==> config.mk <==
export PLATFORM = sky130hd
export DESIGN_NAME = uart_prog_loader
export DESIGN_NICKNAME = d
export VERILOG_FILES = /design/src/rtl/uart_prog_loader_pkg.sv /design/src/rtl/uart_prog_loader_rx_byte.sv /design/src/rtl/uart_prog_loader.sv
export SDC_FILE = /design/constraint.sdc
export NUM_CORES = 1
export LEC_CHECK = 0
export ABC_AREA = 1
export CORE_UTILIZATION = 58
export CTS_BUF_LIST = sky130_fd_sc_hd__clkbuf_8
export CTS_CLUSTER_DIAMETER = 30
export DETAILED_ROUTE_END_ITERATION = 6
export GPL_ROUTABILITY_DRIVEN = 0
export GPL_TIMING_DRIVEN = 0
export PLACE_DENSITY_LB_ADDON = 0.2
export SLEW_MARGIN = 20
export SYNTH_ARGS = -nofsm -noshare
export SYNTH_HDL_FRONTEND = slang
export SYNTH_SLANG_ARGS = --single-unit
==> constraint.sdc <==
create_clock -name clk -period 6.2 [get_ports clk]
set_clock_uncertainty 0.15 [all_clocks]
set_input_delay 1.55 -clock clk [delete_from_list [all_inputs] [get_ports clk]]
set_output_delay 1.55 -clock clk [all_outputs]
set_load 0.03 [all_outputs]
==> src/rtl/uart_prog_loader_pkg.sv <==
// Shared types and constants for the UART program loader: loader/receiver state
// encodings, default bit timing and the instruction word width.
package uart_prog_loader_pkg;

    localparam int REGWIDTH         = 32;
    localparam int LDR_CLKS_PER_BIT = 868;

    typedef enum logic [2:0] {
        LDR_IDLE   = 3'd0,
        LDR_LEN_LO = 3'd1,
        LDR_LEN_HI = 3'd2,
        LDR_WORD   = 3'd3,
        LDR_WRITE  = 3'd4
    } ldr_state_t;

    typedef enum logic [1:0] {
        RX_IDLE  = 2'd0,
        RX_START = 2'd1,
        RX_DATA  = 2'd2,
        RX_STOP  = 2'd3
    } rx_state_t;

endpackage

==> src/rtl/uart_prog_loader_rx_byte.sv <==
// 8N1 UART byte receiver: 2-FF synchroniser, mid-bit sampling, glitch rejection
// on the start bit and stop-bit framing check.
module uart_rx_byte
    import uart_prog_loader_pkg::*;
#(
    parameter int CLKS_PER_BIT = LDR_CLKS_PER_BIT
) (
    input  logic       clk,
    input  logic       rst,
    input  logic       rx,
    output logic       byte_valid,
    output logic [7:0] byte_data,
    output logic       frame_err
);

    localparam int CW = $clog2(CLKS_PER_BIT);
    localparam logic [CW-1:0] FULL = CW'(CLKS_PER_BIT - 1);
    localparam logic [CW-1:0] HALF = CW'(CLKS_PER_BIT / 2 - 1);

    rx_state_t     state_reg;
    logic          rx_meta_reg, rx_sync_reg, rx_prev_reg;
    logic [CW-1:0] cnt_reg;
    logic [2:0]    bit_idx_reg;
    logic [7:0]    shift_reg;
    logic          byte_valid_reg, frame_err_reg;

    always_ff @(posedge clk or posedge rst) begin
        if (rst) begin
            state_reg      <= RX_IDLE;
            rx_meta_reg    <= 1'b1;
            rx_sync_reg    <= 1'b1;
            rx_prev_reg    <= 1'b1;
            cnt_reg        <= '0;
            bit_idx_reg    <= '0;
            shift_reg      <= '0;
            byte_valid_reg <= 1'b0;
            frame_err_reg  <= 1'b0;
        end else begin
            rx_meta_reg    <= rx;
            rx_sync_reg    <= rx_meta_reg;
            rx_prev_reg    <= rx_sync_reg;
            byte_valid_reg <= 1'b0;
            frame_err_reg  <= 1'b0;
            case (state_reg)
                // Only a true high-to-low transition starts a frame, so a line
                // held low after a framing error does not retrigger.
                RX_IDLE: begin
                    if (rx_prev_reg && !rx_sync_reg) begin
                        state_reg <= RX_START;
                        cnt_reg   <= '0;
                    end
                end
                RX_START: begin
                    if (cnt_reg == HALF) begin
                        cnt_reg     <= '0;
                        bit_idx_reg <= '0;
                        state_reg   <= rx_sync_reg ? RX_IDLE : RX_DATA;
                    end else begin
                        cnt_reg <= cnt_reg + CW'(1);
                    end
                end
                RX_DATA: begin
                    if (cnt_reg == FULL) begin
                        cnt_reg     <= '0;
                        shift_reg   <= {rx_sync_reg, shift_reg[7:1]};
                        bit_idx_reg <= bit_idx_reg + 3'd1;
                        if (bit_idx_reg == 3'd7)
                            state_reg <= RX_STOP;
                    end else begin
                        cnt_reg <= cnt_reg + CW'(1);
                    end
                end
                RX_STOP: begin
                    if (cnt_reg == FULL) begin
                        cnt_reg        <= '0;
                        byte_valid_reg <= rx_sync_reg;
                        frame_err_reg  <= !rx_sync_reg;
                        state_reg      <= RX_IDLE;
                    end else begin
                        cnt_reg <= cnt_reg + CW'(1);
                    end
                end
                default: state_reg <= RX_IDLE;
            endcase
        end
    end

    assign byte_valid = byte_valid_reg;
    assign byte_data  = shift_reg;
    assign frame_err  = frame_err_reg;

endmodule

==> src/rtl/uart_prog_loader.sv <==
// Loads a length-prefixed little-endian program image from UART into
// instruction memory; busy holds the CPU in reset while loading.
module uart_prog_loader
    import uart_prog_loader_pkg::*;
#(
    parameter int CLKS_PER_BIT = LDR_CLKS_PER_BIT,
    parameter int ADDR_WIDTH   = 14
) (
    input  logic                  clk,
    input  logic                  rst,
    input  logic                  start,
    input  logic                  rx,
    output logic                  busy,
    output logic                  done,
    output logic                  err,
    output logic                  imem_we,
    output logic [ADDR_WIDTH-1:0] imem_addr,
    output logic [REGWIDTH-1:0]   imem_wdata,
    output logic [ADDR_WIDTH:0]   word_count
);

    localparam logic [16:0]       MAX_WORDS = 17'(1) << ADDR_WIDTH;
    localparam logic [ADDR_WIDTH:0] WC_ONE  = (ADDR_WIDTH+1)'(1);

    logic       byte_valid, frame_err;
    logic [7:0] byte_data;

    uart_rx_byte #(.CLKS_PER_BIT(CLKS_PER_BIT)) u_rx (
        .clk        (clk),
        .rst        (rst),
        .rx         (rx),
        .byte_valid (byte_valid),
        .byte_data  (byte_data),
        .frame_err  (frame_err)
    );

    ldr_state_t            state_reg;
    logic [15:0]           len_reg;
    logic [1:0]            byte_idx_reg;
    logic [23:0]           word_reg;
    logic [ADDR_WIDTH:0]   word_count_reg;
    logic                  done_reg, err_reg, imem_we_reg;
    logic [ADDR_WIDTH-1:0] imem_addr_reg;
    logic [REGWIDTH-1:0]   imem_wdata_reg;

    logic [15:0]         len_full;
    logic [ADDR_WIDTH:0] wc_plus;
    assign len_full = {byte_data, len_reg[7:0]};
    assign wc_plus  = word_count_reg + WC_ONE;

    always_ff @(posedge clk or posedge rst) begin
        if (rst) begin
            state_reg      <= LDR_IDLE;
            len_reg        <= '0;
            byte_idx_reg   <= '0;
            word_reg       <= '0;
            word_count_reg <= '0;
            done_reg       <= 1'b0;
            err_reg        <= 1'b0;
            imem_we_reg    <= 1'b0;
            imem_addr_reg  <= '0;
            imem_wdata_reg <= '0;
        end else begin
            imem_we_reg <= 1'b0;
            if (state_reg != LDR_IDLE && frame_err) begin
                err_reg   <= 1'b1;
                state_reg <= LDR_IDLE;
            end else begin
                case (state_reg)
                    LDR_IDLE: begin
                        if (start) begin
                            done_reg       <= 1'b0;
                            err_reg        <= 1'b0;
                            word_count_reg <= '0;
                            state_reg      <= LDR_LEN_LO;
                        end
                    end
                    LDR_LEN_LO: begin
                        if (byte_valid) begin
                            len_reg[7:0] <= byte_data;
                            state_reg    <= LDR_LEN_HI;
                        end
                    end
                    LDR_LEN_HI: begin
                        if (byte_valid) begin
                            len_reg      <= len_full;
                            byte_idx_reg <= '0;
                            if ({1'b0, len_full} > MAX_WORDS) begin
                                err_reg   <= 1'b1;
                                state_reg <= LDR_IDLE;
                            end else if (len_full == 16'd0) begin
                                done_reg  <= 1'b1;
                                state_reg <= LDR_IDLE;
                            end else begin
                                state_reg <= LDR_WORD;
                            end
                        end
                    end
                    // The strobe is launched on the 4th byte so it lands in the
                    // WRITE cycle, one cycle after that byte's byte_valid.
                    LDR_WORD: begin
                        if (byte_valid) begin
                            word_reg     <= {byte_data, word_reg[23:8]};
                            byte_idx_reg <= byte_idx_reg + 2'd1;
                            if (byte_idx_reg == 2'd3) begin
                                imem_we_reg    <= 1'b1;
                                imem_addr_reg  <= word_count_reg[ADDR_WIDTH-1:0];
                                imem_wdata_reg <= {byte_data, word_reg};
                                state_reg      <= LDR_WRITE;
                            end
                        end
                    end
                    LDR_WRITE: begin
                        word_count_reg <= wc_plus;
                        if (17'(wc_plus) == {1'b0, len_reg}) begin
                            done_reg  <= 1'b1;
                            state_reg <= LDR_IDLE;
                        end else begin
                            state_reg <= LDR_WORD;
                        end
                    end
                    default: state_reg <= LDR_IDLE;
                endcase
            end
        end
    end

    assign busy       = (state_reg != LDR_IDLE);
    assign done       = done_reg;
    assign err        = err_reg;
    assign imem_we    = imem_we_reg;
    assign imem_addr  = imem_addr_reg;
    assign imem_wdata = imem_wdata_reg;
    assign word_count = word_count_reg;

endmodule

# == Yosys cells after proc, flatten, opt, wreduce, memory -nomap -nowiden ==
# Index checks and enable logic that the tools add are counted.
# W data, S select, Z words.
# totals
wordCells,130
reg_bits,137
# classes
reduce_logical,25
n_lt_le_gt_ge,1
bitwise,2
addsub,4
n_eq_ne,29
mux,49
# ops
cell,count
$mux W10,3
$pmux W10 S3,1
$pmux W15 S2,1
$mux W3,9
$mux W2,10
$eq A15 B16 Y1,1
$gt A16 B15 Y1 const B,1
$logic_not A16 Y1,1
$mux W1,16
$pmux W8 S2,1
$reduce_and A4 Y1,4
$add A15 B1 Y15 const B,1
$mux W15,1
$pmux W3 S5,1
$ne A2 B1 Y1 const B,7
$reduce_and A3 Y1,4
$add A10 B1 Y10 const B,1
$eq A10 B10 Y1 const B,1
$eq A10 B9 Y1 const B,1
$reduce_and A5 Y1,2
$ne A3 B2 Y1 const B,3
$ne A3 B3 Y1 const B,3
$reduce_bool A3 Y1,3
$mux W8,1
other kinds (22),33

# == Depth between registers and ports, before layout ==
# logic_depth
word_depth,6
depth_mapped,15

# == By module ==
# From an unflattened synthesis, not the netlist that was laid out.
# hier_totals
cells_unflattened,764
hier_area_um2,6412.4
# modules_own_cells
module,cells_each,seq_area_each_um2,area_each_um2,instances
uart_prog_loader,597,2727.6,4956.0,1
uart_rx_byte,167,704.4,1456.4,1

# == Worst setup path before layout ==
# OpenSTA, ideal clock, no wires.
# synth_path
path_kind,register to output
start,register state_reg[0]
end,output port busy
stages_incl_launch_ff,5
t_arrival_ns,0.883
slack_ns,3.617
path_cell_list,dfrtp_1 > nor2_1 > inv_1 > nor2_1 > inv_1
# synth_between
elab_chain_len,1
# synth_rtl
item,line_no,rtl
from (decl),uart_prog_loader.sv:37,ldr_state_t state_reg;
from (signal assigned),uart_prog_loader.sv:53,state_reg <= LDR_IDLE;
from (signal assigned),uart_prog_loader.sv:67,state_reg <= LDR_IDLE;
from (signal assigned),uart_prog_loader.sv:75,state_reg <= LDR_LEN_LO;
$reduce_bool A3 Y1,uart_prog_loader.sv:128,assign busy = (state_reg != LDR_IDLE);
to (decl),uart_prog_loader.sv:13,"output logic busy,"
# No other way between the ends.

# == Final worst setup path ==
# Same ends and word-level chain as after synthesis.

==> qor.csv <==
metric,value,unit
postcts setup bufs,0,
MaxCap Viol Count,0,
largest family of logic cells by synthesized area,simple AND/OR/NAND/NOR gates,
Hold WS,0.210,ns
count of different cell masters after synthesis,34,
P_sw,0.602,mW
Final Hold Viols,0,
Worst Tran Pin Value,0.584,ns
Synth Area in Adders,1.99,%
Rel. slew slack,61.1,%
DR WL/cell,14.5,um
R2R setup slack,3.93,ns
first-pass GRT wire length,24.2,mm
Clk pwr share,39.7,%
Synth Register Bits,137,
Clock Tree Buf Depth,2,
area post-placement,7180,sq um
Die Y,106,um
"Avg Cell Area, Syn",8.50,sq um
"Async S/R FF share, synth",100,%
TritonCTS clock tree,done,
Post-Syn Nets,755,
leading area contributor after synthesis,dfrtp_1,
kind of critical path,flop to primary output,
via count,5399,
Place WS,2.90,ns
num rows,37,
initial core utilization,60.4,%
Worst setup SP type,flop,
Worst R2R Start,word_count[0],
"Seq/Total Area, Yosys",54.5,%
CP arrival,2.09,ns
"top cells by area, synth","dfrtp_1 53%, nand2_1 13%, o21ai_0 7.3%",
clock slew at reported path FFs,0.08,ns
grt total ovfl,0,
Hold Buf Count CTS,0,
ANT cells,0,
Yosys warning count,0,
Core Area,10400,sq um
R2R depth,14,
Synth Flop Type,dfrtp_1,
final period utilization,61.2,%
drt first pass iters,7,
Num CTS Buffers,17,
Setup-failing EPs final,0,
Pint,1.54,mW
layout cells sized above 1,8.08,%
largest net degree at the start of global routing,115,
Synth Area in Compound Gates,11.2,%
sequential power share,44.5,%
post-CTS sizing,0,
Vias/cell,5.52,
# DRC,0,
maximum fanout along the worst path,7,
DRT iter0 DRCs,288,
vias in the first global route,5199,
clk_lat worst skew,0.43,ns
P per Cell Area,280,nW/um^2
XOR/XNOR Fraction of Synth Area,1.39,%
Post-Syn Instances,741,
final instance area,7650,sq um
number of flops mapped to enable cells by yosys,0,
Worst Setup End Kind,primary output,
initial antenna violation count,0,
switching share of power,28.1,%
Fill cells,753,
worst setup path startpoint,state_reg[0],
end of the critical path,busy,
Final min period,3.79,ns
fmax,0.264,GHz
IO buf count,68,
Reg-to-Reg End,state_reg[1],
Logic pwr share,15.7,%
worst vdd ir,203,uV
post-route antenna net violation count,0,
htree depth,4,
Area Growth Syn to Fin,21.6,%
simple-gate share of the synthesized area,23.6,%
outcome,"complete, no violations",
mux cell area share after synthesis,0,%
Nets,843,
Largest register FFs,32,
I/O pins,69,
Die W,106,um
Final Max Slew Viols,0,
final WL,14.1,mm
unrepaired setup endpoints after global routing,false,
Total Routing Usage GR,27.4,%
final design utilization,73.5,%
area share of the largest cell type after synthesis,53.3,%
Post-DP HPWL,9.96,mm
synthesized area,6300,sq um
Hold Crit Class,flop to flop,
clk sinks,137,
setup ws final,2.41,ns
root buf cell,clkbuf_8,
cell leakage power,3.44,nW
Die Area,11300,sq um
CP required,4.50,ns
[stage by stage]
step / power (mW) / std cells / setup TNS [ns]
after floorplan: 1.20 / 741 / 0
after global placement: 1.28 / 945 / -102.43
after detailed placement: 1.30 / 946 / 0
after CTS: 2.14 / 978 / 0
after global routing: 2.23 / 978 / 0
final: 2.14 / 978 / 0
[area by class of cell]
cell class,instances,area [sq um],area share [%]
clock inverters,12,196,2.57
inverters,97,372,4.86
flip-flops and latches,137,3430,44.8
well taps,136,170,2.22
repair buffers,69,708,9.25
clock buffers,20,275,3.60
multi-input cells,489,2410,31.5
plain buffers,18,92.6,1.21
[critical path: stages (launching register included)]
cell	delay, ns
dfrtp_1	0.46
nor2_1	0.08
inv_1	0.15
nor2_1	0.09
inv_1	0.16
clkdlybuf4s50_1	0.71
[cells in the final DEF, fill, tap and decap left out, types with 3 or more instances in the layout]
master	count
buf_6	3
nand3_1	56
o21ai_0	92
nor2_4	4
xor2_1	8
o21ai_2	12
ha_1	10
nor2_1	34
nor3_1	10
nor2_2	6
o22ai_1	11
clkdlybuf4s50_1	68
a21oi_1	5
dfrtp_1	134
nand4_1	16
clkbuf_1	11
clkbuf_8	20
inv_1	94
nand2_1	210
bufinv_16	5
dfstp_2	3
[synth_stat cells, types with 2 or more instances]
cell type	instances
a21oi_1	5
buf_1	2
buf_2	2
buf_6	3
clkbuf_1	11
dfrtp_1	134
dfstp_2	3
ha_1	10
inv_1	94
inv_2	2
nand2_1	210
nand3_1	56
nand3b_1	2
nand4_1	16
nor2_1	34
nor2_2	6
nor2_4	4
nor3_1	10
o211ai_1	2
o21ai_0	92
o21ai_2	12
o22ai_1	11
xnor2_1	2
xor2_1	8
[worst min path at each step]
| stage | to | start | slack, ns | cells past startpoint |
|---|---|---|---|---|
| 2_1_floorplan | u_rx.rx_sync_reg | u_rx.rx_meta_reg | 0.20 | 0 |
| 3_3_place_gp | u_rx.rx_sync_reg | u_rx.rx_meta_reg | 0.20 | 0 |
| 3_5_place_dp | u_rx.rx_sync_reg | u_rx.rx_meta_reg | 0.20 | 0 |
| 4_1_cts | u_rx.rx_sync_reg | u_rx.rx_meta_reg | 0.21 | 0 |
| 5_1_grt | u_rx.rx_sync_reg | u_rx.rx_meta_reg | 0.22 | 0 |
| 6_report | u_rx.rx_sync_reg | u_rx.rx_meta_reg | 0.21 | 0 |
[metal layers]
layer	GRT usage (%)	part of all wire [%]
met1	35.6	43
met2	45.5	50
met3	6.01	5.7
met4	9.52	1.8
met5	0	0
[power groups by stage]
stage | registers, mW | logic, mW | clock network, mW
CTS | 0.952 | 0.336 | 0.857
detailed placement | 0.969 | 0.334 | 0
global placement | 0.966 | 0.313 | 0
global route | 0.958 | 0.379 | 0.896
floorplan | 0.976 | 0.227 | 0
finish | 0.953 | 0.337 | 0.851
[cell families (layout without fill, tap and decap cells)]
kind of cell	count (synthesis)	after routing
DFF	137	137
and+or+nand+nor	343	343
buffers and inverters	115	216
xor gates and xnor gates	10	10
AOI/OAI and AO/OA	126	126
adders and majority gates	10	10
(Power assumes the default switching activity.)
